$ cat src/rtl/imem_pkg.sv
// imem_pkg: shared instruction-store constants, loader state encoding and big-endian byte select
package imem_pkg;
  localparam int MEM_BYTES      = 16384;
  localparam int BYTES_PER_WORD = 4;
  typedef enum logic [2:0] {
    S_IDLE   = 3'd0,
    S_ACCEPT = 3'd1,
    S_WRITE  = 3'd2,
    S_DONE   = 3'd3,
    S_ERR    = 3'd4
  } ldr_state_t;
  // Lane 0 is the most significant byte, matching fetch's {mem[PC], .., mem[PC+3]}
  function automatic logic [7:0] byte_sel(input logic [31:0] w, input logic [1:0] idx);
    return w[8*(3-idx) +: 8];
  endfunction
endpackage

$ cat src/rtl/imem_loader.sv
// imem_loader: streams 32-bit words into the byte-wide instruction store, holding the cpu meanwhile
module imem_loader #(
  parameter int ADDR_W    = 32,
  parameter int MEM_BYTES = 16384
) (
  input  logic              clk,
  input  logic              rst_n,
  input  logic              load_start,
  input  logic              load_valid,
  output logic              load_ready,
  input  logic [ADDR_W-1:0] load_addr,
  input  logic [31:0]       load_word,
  input  logic              load_last,
  output logic              mem_we,
  output logic [ADDR_W-1:0] mem_addr,
  output logic [7:0]        mem_wdata,
  output logic              cpu_hold,
  output logic              busy,
  output logic              done,
  output logic              err,
  output logic [15:0]       word_count
);
  import imem_pkg::*;
  ldr_state_t        state;
  logic [1:0]        byte_idx;
  logic [ADDR_W-1:0] base;
  logic [31:0]       word;
  logic              last;
  logic [ADDR_W:0]   end_addr;
  logic              in_range;
  // One extra bit keeps the end-of-word address from wrapping near the top of the address space
  assign end_addr = {1'b0, load_addr} + (ADDR_W+1)'(BYTES_PER_WORD-1);
  assign in_range = (load_addr[1:0] == 2'b00) && (end_addr <= (ADDR_W+1)'(MEM_BYTES-1));
  always_ff @(posedge clk or negedge rst_n) begin
    if (!rst_n) begin
      state      <= S_IDLE;
      byte_idx   <= 2'd0;
      base       <= '0;
      word       <= '0;
      last       <= 1'b0;
      word_count <= '0;
    end else begin
      case (state)
        S_IDLE, S_DONE, S_ERR: if (load_start) begin
          state      <= S_ACCEPT;
          word_count <= '0;
        end
        S_ACCEPT: if (load_valid) begin
          base     <= load_addr;
          word     <= load_word;
          last     <= load_last;
          byte_idx <= 2'd0;
          state    <= in_range ? S_WRITE : S_ERR;
        end
        S_WRITE: begin
          byte_idx <= byte_idx + 2'd1;
          if (byte_idx == 2'd3) begin
            word_count <= (&word_count) ? word_count : word_count + 16'd1;
            state      <= last ? S_DONE : S_ACCEPT;
          end
        end
        default: state <= S_IDLE;
      endcase
    end
  end
  assign load_ready = state == S_ACCEPT;
  assign busy       = state == S_ACCEPT || state == S_WRITE;
  assign cpu_hold   = busy || state == S_ERR;
  assign done       = state == S_DONE;
  assign err        = state == S_ERR;
  assign mem_we     = state == S_WRITE;
  assign mem_addr   = mem_we ? base + ADDR_W'(byte_idx) : '0;
  assign mem_wdata  = mem_we ? byte_sel(word, byte_idx) : 8'h00;
endmodule

$ cat config.mk
export PLATFORM = sky130hd
export DESIGN_NAME = imem_loader
export DESIGN_NICKNAME = d
export VERILOG_FILES = /design/src/rtl/imem_pkg.sv /design/src/rtl/imem_loader.sv
export SDC_FILE = /design/constraint.sdc
export NUM_CORES = 1
export LEC_CHECK = 0
export CAP_MARGIN = 25
export CORE_ASPECT_RATIO = 1.75
export CORE_UTILIZATION = 64
export CTS_CLUSTER_SIZE = 25
export DETAILED_ROUTE_END_ITERATION = 8
export DONT_BUFFER_PORTS = 1
export PLACE_DENSITY_LB_ADDON = 0.25
export RECOVER_POWER = 50
export SKIP_LAST_GASP = 1
export SYNTH_ARGS = -nofsm -noshare
export SYNTH_HDL_FRONTEND = slang
export SYNTH_SLANG_ARGS = --single-unit
$ cat constraint.sdc
create_clock -name clk -period 3.07 [get_ports clk]
set_input_delay 0.614 -clock clk [delete_from_list [all_inputs] [get_ports clk]]
set_output_delay 0.614 -clock clk [all_outputs]
set_load 0.05 [all_outputs]
==> results.ini, run 1 <==
[synthesis]
synthDistinctLibCells=54
yosysTopAreaCell=dfrtp_1
mappedNetlistArea_mm2=0.005067
yosys_warnings=0
ys.flop_type=dfrtp_1
async_flop_share_pct=100.0
yosys-top-cells-area=dfrtp_1, nand2_1, nor2_1
avgSynthCellArea_um2=8.186
yosysMostFrequentCell=nand2_1
netlist_top_cells_count=nand2_1, dfrtp_1, nor2_1
netlist_instances=619
syn_nets=695
synth_seq_area_share_pct=42.47
ys_seq_elements=86
synth_edf_count=0
yosys.area.top_type_share_pct=42.47

[critical_path]
r2r-end=word_count[9]
required_ns=2.46
worstSetupStartpoint=byte_idx[0]
cpMaxStageDelayCell=dfrtp_1
path_cells=ha_2 -> fa_2 -> nand3_4 -> nor2_4 -> nand4_1 -> nor2_2 -> nand3_1 -> xor2_1 -> nor2_1 -> buf_6
crit_end=mem_addr[30]
rr_worst_depth=10
cp_max_fo=4
arrival_ns=2.49
rrSetupSlack_ns=0.11
rr_startpoint=byte_idx[1]
start_kind=flop
max_stage_delay_ns=0.35
crit_type=flop to primary output
end_kind=primary output

[global_routing]
grt_max_degree=87
grt_pass1_wl_um=21710
grt.overflow.total=0
grtUsageTotal_pct=33.68
antenna_found_initial=0
grt_pass1_vias=4596

[power_and_ir_drop]
swShare_pct=32.50
finalPower_mw=4.017
switchingPower_mw=1.306
combPwrFrac_pct=22.7
p_per_area_mw_per_mm2=647.7
intPower_mw=2.712
leakagePower_nw=2.925
irDropWorstVdd_uv=517.9
p_seq_share_pct=46.2
pwr-share-clk_pct=31.1

[timing]
setup_ws_ns=-0.03263
rsz0062_at_grt=true
hold_violations=0
clock_skew_ns=0.006010
post-route-period-util_pct=101.1
timing.fmax_mhz=322.3
maxSlewHeadroom_pct=-39.59
min_period_ns=3.103
finalSetupViolations=3
slew_violations=87
worst_pin_slew_ns=2.094

[drt]
drt_first_pass_iters=5
ant_nets=0
via_count=4656
drt_iter0_drc=341
wl_per_cell_um=17.80
vias_per_cell=6.031
totalWireLength_um=13750
drc_errors=0

[clock_network]
clk_latency_ns=0.35
htreeDepth=3
cts_buffers=9
clockBufferDepth=2
cts_tree=yes
cts_root_buf=clkbuf_16
clk_pin_slew_ns=0.06
cts_sinks=86

[cells_and_area]
fin_util_pct=81.40
n_antenna_cell=0
drive_above_1_share_pct=17.98
syn_to_final_growth_pct=22.40
nets=755

[outcome]
status=complete, but fails checks
violations=capacitance limit, slew limit, setup timing

[floorplanning]
placementRows=42
die_h_um=119.7
core_area_mm2=0.007620
io_pins=131
die_area_mm2=0.008292
start_util_pct=66.50
die_w_um=69.27

[placed_design]
dp_hpwl_um=9676
port_buffers=0
place_ws_ns=0.1371
gp_congestion=0.9038

[flow_run]
max_cap_violations=1

[min_path]
hold_class=input port to flop

sequential cells by signal, indices dropped and copies added (netlist names):
signal	cells
word	32
base	32
state	3
word_count	16
last	1
byte_idx	2
cell type report:
| type | instances | area [um^2] |
|---|---|---|
| Clock buffer | 10 | 239.0 |
| Clock inverter | 6 | 108.9 |
| Fill cell | 481 | 1418 |
| Inverter | 12 | 45.04 |
| Multi-Input combinational cell | 495 | 2820 |
| Sequential cell | 86 | 2155 |
| Tap cell | 88 | 110.1 |
| Timing Repair Buffer | 75 | 724.4 |
cells in the final DEF, fill, tap and decap left out, types with 10 or more instances in the layout:
cell | Yosys | routed
o21ai_0 | 15 | 15
xor2_1 | 26 | 26
nand4_1 | 14 | 14
buf_4 | 1 | 51
xnor2_1 | 16 | 16
nand2_1 | 216 | 215
and2_1 | 14 | 13
dfrtp_1 | 86 | 84
buf_12 | 0 | 13
inv_1 | 12 | 12
nor2_1 | 61 | 57
and3_1 | 10 | 10
nand3_1 | 27 | 26
power groups by stage:
stage	logic, mW	clock network (mW)	registers [mW]
finish	0.910	1.25	1.86
global route	1.02	1.29	1.91
CTS	0.899	1.26	1.84
detailed placement	0.838	0	1.85
global placement	0.805	0	1.82
floorplan	0.690	0	1.75
worst min-delay path by stage:
| stage | start | to | slack [ns] | cells past startpoint |
|---|---|---|---|---|
| floorplan | rst_n | base[0] | 0.32 | 0 |
| global placement | rst_n | word_count[0] | 0.32 | 0 |
| detailed placement | rst_n | word_count[1] | 0.32 | 0 |
| CTS | rst_n | base[13] | 0.19 | 1 |
| global route | load_addr[5] | base[5] | 0.37 | 2 |
| finish | load_addr[26] | base[26] | 0.37 | 2 |
critical path, delay by kind of cell, from the launching register on:
family                   cells  cell delay [ns]
XOR/XNOR                     1             0.16
AND/OR/NAND/NOR              6             0.98
flip-flops                   1             0.35
adder cells (fa/ha/maj)      2             0.47
buffers and inverters        1             0.17
metrics by stage:
stage                     TNS [ns]  cell area [um^2]  hold slack, ns  cells
after CTS                 -0.02541              6155          0.1943    768
after global routing        -1.076              6202          0.3719    772
after global placement           0              5705          0.3201    744
final                     -0.08329              6202          0.3701    772
after detailed placement         0              5705          0.3201    744
after floorplan                  0              5072          0.3184    619
routing by layer:
layer	track usage (%)	part of all wire (%)	routed length, um	up-vias
li1	-	-	-	2185
met1	33.96	34	4671	2214
met2	61.41	55	7568	201
met3	8.312	6.0	821	56
met4	19.90	5.0	684	0
met5	0	0	0	-
logic make-up after synthesis:
family | share of synthesized area (%)
simple gates | 35.88
compound gates | 5.457
buf+inv | 3.284
mux | 3.778
xor+xnor | 7.259
fa+ha+maj | 1.877
flops | 42.47
repair_timing:
action | CTS | global route
resized for setup | 6 | 14
setup endpoints to repair | 11 | 14
pin swaps | 7 | 13
setup buffers | 7 | 4
endpoints found under the hold margin | 86 | 0
hold buffers | 1 | 0
No activity file was read; power rests on OpenSTA's default activity.
==> run 2, diff against run 1 <==
CORE_UTILIZATION = 58   (was 64)
clock period = 2.8 ns   (was 3.07 ns; I/O delays follow)
==> results.ini, run 2 (synthesized netlist as in run 1, its figures left out) <==
[outcome]
status=complete, but fails checks
violations=capacitance limit, slew limit, setup timing

[floorplanning]
die_h_um=125.7
io_pins=131
die_w_um=72.66
placementRows=44
start_util_pct=60.56
die_area_mm2=0.009129
core_area_mm2=0.008368

[drt]
drt_iter0_drc=268
wl_per_cell_um=17.22
drc_errors=0
vias_per_cell=5.899
via_count=4725
totalWireLength_um=13790
drt_first_pass_iters=7
ant_nets=0

[min_path]
hold_class=input port to flop

[power_and_ir_drop]
leakagePower_nw=2.875
p_per_area_mw_per_mm2=660.7
irDropWorstVdd_uv=630.0

[cells_and_area]
reg_top3=base x32, word x32, word_count x16
mostFrequentLayoutCell=nand2_1
n_antenna_cell=0
final_cell_mix=nand2_1, dfrtp_1, nor2_1
syn_to_final_growth_pct=23.19
drive_above_1_share_pct=19.53
final_cell_count_no_fill=801
fin_util_pct=74.60
nets=758

[timing]
post-route-period-util_pct=110.9
maxSlewHeadroom_pct=-41.08
setup_ws_ns=-0.3050
timing.fmax_mhz=322.1
rsz0062_at_grt=true
slew_violations=87
min_period_ns=3.105
finalSetupViolations=25
hold_violations=0
holdWs_ns=0.3215
clock_skew_ns=0.01103
worst_pin_slew_ns=2.116

[critical_path]
end_kind=primary output
required_ns=2.24
crit_type=flop to primary output
cp_max_fo=6
rrSetupSlack_ns=0.15
start_kind=flop
arrival_ns=2.54

[clock_network]
cts_tree=yes
clk_pin_slew_ns=0.06
htreeDepth=3
clockBufferDepth=2
clk_latency_ns=0.35
cts_root_buf=clkbuf_16
cts_sinks=86
cts_buffers=9

[global_routing]
grt_pass1_wl_um=21680
grt.overflow.total=0
top_usage_layer=met2
use_met2_pct=56.79
grtUsageTotal_pct=31.06
grt_max_degree=87
use_met1_pct=30.03
grt_pass1_vias=4816
antenna_found_initial=0
grtUsageMet3_pct=6.800

[placed_design]
port_buffers=0
gp_congestion=0.9245
place_ws_ns=0.01774
dp_hpwl_um=9899
dp.cells=771

[flow_run]
max_cap_violations=1

==> run 2: cell types whose count changed in the layout (fill, tap and decap cells not counted), sizes merged <==
cell and delta:
clkbuf +6, buf -2, bufinv -3, clkinvlp +1
==> run 2: repair_timing <==
item,in CTS,in global routing
cloned,0,0
hold buffers,1,0
pin swaps,17,12
resized for setup,15,13
setup endpoints to repair,22,30
buffers inserted,11,3
endpoints found under the hold margin,86,0
==> run 2: routing by layer <==
layer | up-vias | part of all wire [%] | wire (um)
li1 | 2194 | - | -
met1 | 2259 | 33 | 4585
met2 | 212 | 55 | 7552
met3 | 60 | 6.8 | 936
met4 | 0 | 5.2 | 717
met5 | - | 0 | 0
==> run 2: power breakdown <==
group | switching (mW) | leakage [nW] | internal (mW)
clock | 0.468 | 0.137 | 0.639
sequential | 0.351 | 1.10 | 1.65
combinational | 0.585 | 1.64 | 0.429
total | 1.40 | 2.88 | 2.72
==> run 2: area by class of cell <==
class	count	area, um^2
Clock buffer	11	252.7
Multi-Input combinational cell	495	2872
Clock inverter	4	22.52
Inverter	12	45.04
Sequential cell	86	2152
Timing Repair Buffer	78	754.5
Tap cell	115	143.9
Fill cell	642	2126
==> run 2: per-stage QoR <==
stage	TNS [ns]	total power [mW]	instance area [um^2]
3_5_place_dp	0	2.970	5787
2_1_floorplan	-0.05728	2.690	5107
6_report	-3.897	4.124	6242
5_1_grt	-6.225	4.375	6242
4_1_cts	-2.678	4.128	6237
3_3_place_gp	0	2.900	5787
==> run 2: critical path, cell delays in order, from the launching register on <==
cell     delay [ns]
dfrtp_1        0.39
ha_1           0.28
a21o_1         0.13
and4_1         0.23
nand4_1        0.25
buf_4          0.26
or3_4          0.34
a21oi_4        0.18
buf_12         0.15
==> run 2: final timing paths <==
kind / endpoint / start / cells after the start
worst max register to register: word_count[9] / byte_idx[0] / 11
worst min-delay path: base[13] / load_addr[13] / 2
worst min register to register: word[2] / word[2] / 2
min in group asynchronous: word_count[0] / rst_n / 1
max in group asynchronous: base[31] / rst_n / 1
worst max-delay path: mem_addr[23] / byte_idx[1] / 8
==> run 3, diff against run 2 <==
ABC_AREA = 1   (was unset)
==> results.ini, run 3 <==
[timing]
setup_ws_ns=-0.4341
maxSlewHeadroom_pct=-42.34
worst_pin_slew_ns=2.135
post-route-period-util_pct=115.5
hold_violations=0
timing.fmax_mhz=309.2
tns_ns=-3.981
finalSetupViolations=21
rsz0062_at_grt=true
clock_skew_ns=0.008219
min_period_ns=3.234
slew_violations=87
holdWs_ns=0.3249

[synthesis]
yosys-top-cells-area=dfrtp_1, nand2_1, nor2_1
ys_seq_elements=86
ys.flop_type=dfrtp_1
avgSynthCellArea_um2=6.540
yosys_warnings=0
netlist_top_cells_count=nand2_1, nor2_1, inv_1
synth_seq_area_share_pct=36.81
mappedNetlistArea_mm2=0.005847
yosys.area.top_type_share_pct=36.81
yosysTopAreaCell=dfrtp_1
syn_nets=970
async_flop_share_pct=100.0
yosysMostFrequentCell=nand2_1
synthDistinctLibCells=36
synth_edf_count=0
netlist_instances=894

[placed_design]
dp_hpwl_um=13930
gp_congestion=0.9490
place_ws_ns=-0.1404
placed_area_mm2=0.006678
dp.cells=1071
port_buffers=0

[global_routing]
grt_max_degree=87
antenna_found_initial=0
grtUsageTotal_pct=37.06
grt_pass1_vias=6412
grt_pass1_wl_um=29870
grt.overflow.total=0

[floorplanning]
die_w_um=77.90
core_area_mm2=0.009849
die_area_mm2=0.01050
placementRows=48
die_h_um=134.8
start_util_pct=59.36
io_pins=131

[critical_path]
arrival_ns=2.67
critical-path-top-delay-family=simple AND/OR/NAND/NOR gates
crit_top_cell=nand2_2
required_ns=2.24
path_cells=ha_2 -> fa_2 -> nand2_2 -> nor2_4 -> nand2_4 -> nor3_4 -> nand2_2 -> nor3_4 -> nand2_2 -> nor2_4 -> nand2_4 -> inv_2 -> a21oi_1 -> nor3_2 -> buf_6
cpMaxStageDelayCell=dfrtp_1
end_kind=primary output
path_buf_inv=2
cp_max_fo=2
start_kind=flop
crit_type=flop to primary output
max_stage_delay_ns=0.36

[power_and_ir_drop]
leakagePower_nw=3.518
p_per_area_mw_per_mm2=696.7
finalPower_mw=5.044
irDropWorstVdd_uv=627.9

[min_path]
hold_class=input port to flop

[clock_network]
cts_tree=yes
cts_buffers=9
clockBufferDepth=2
clk_latency_ns=0.35
cts_root_buf=clkbuf_16
clk_pin_slew_ns=0.07
cts_sinks=86
htreeDepth=3

[cells_and_area]
fin_util_pct=73.50
syn_to_final_growth_pct=23.82
fin_area_mm2=0.007239
drive_above_1_share_pct=19.08
nets=1046
nFillCells=772
mostFrequentLayoutCell=nand2_1
n_antenna_cell=0
final_cell_mix=nand2_1, nor2_1, inv_1
final_cell_count_no_fill=1100
reg_top3=base x32, word x32, word_count x16

[flow_run]
max_cap_violations=1

[drt]
drt_iter0_drc=432
vias_per_cell=5.927
totalWireLength_um=19480
drc_errors=0
wl_per_cell_um=17.71
ant_nets=0
drt_first_pass_iters=5
via_count=6520

[outcome]
status=complete, but fails checks
violations=capacitance limit, slew limit, setup timing

run 3: repair_timing:
item                                    4_1_cts  5_1_grt
resized for setup                            43       18
endpoints found under the hold margin        86        0
hold buffers                                  1        0
pin swaps                                    10        8
endpoints found under the setup margin       22       25
buffers inserted                              7        4
run 3: cell families (layout without fill, tap and decap cells):
family                     count (synthesis)  after routing  share of synthesized area, %
and+or+nand+nor                          548            548                         41.67
AOI/OAI and AO/OA                        118            118                         10.55
adders and majority gates                  7              7                         1.626
DFF                                       86             86                         36.81
xor gates and xnor gates                   8              8                         1.198
buffers and inverters                    127            208                         8.153
run 3: worst paths after layout:
kind,start,endpoint,slack [ns],depth (start not counted)
min in group asynchronous,rst_n,word_count[6],0.82,1
max reg2reg,word_count[7],word_count[10],-0.01,12
max in group asynchronous,rst_n,base[25],0.57,1
min,load_word[9],word[9],0.32,2
min reg2reg,word[4],word[4],0.47,2
max,base[0],mem_addr[20],-0.43,15
run 3: area by class of cell:
| cell class | count | area, um^2 | area share [%] |
|---|---|---|---|
| clock buffer | 9 | 225.2 | 3.111 |
| clock inverter | 7 | 72.57 | 1.002 |
| inverter | 104 | 392.9 | 5.427 |
| multi-input combinational | 681 | 3473 | 47.98 |
| sequential | 86 | 2155 | 29.76 |
| tap | 125 | 156.4 | 2.160 |
| timing repair buffer | 88 | 764.5 | 10.56 |
run 3: per-layer routing:
metal | up-vias | wire (um) | part of all wire (%) | global-route usage [%]
met2 | 329 | 10640 | 55 | 71.39
met3 | 86 | 1160 | 6.0 | 6.351
met5 | - | 0 | 0 | 0
met1 | 3082 | 6499 | 33 | 35.32
li1 | 3023 | - | - | -
met4 | 0 | 1176 | 6.0 | 23.66
run 3: report_power, final:
part	leakage [nW]	internal (mW)	switching [mW]
logic	2.28	0.479	1.19
clock network	0.142	0.693	0.522
registers	1.10	1.71	0.449
total	3.52	2.88	2.17
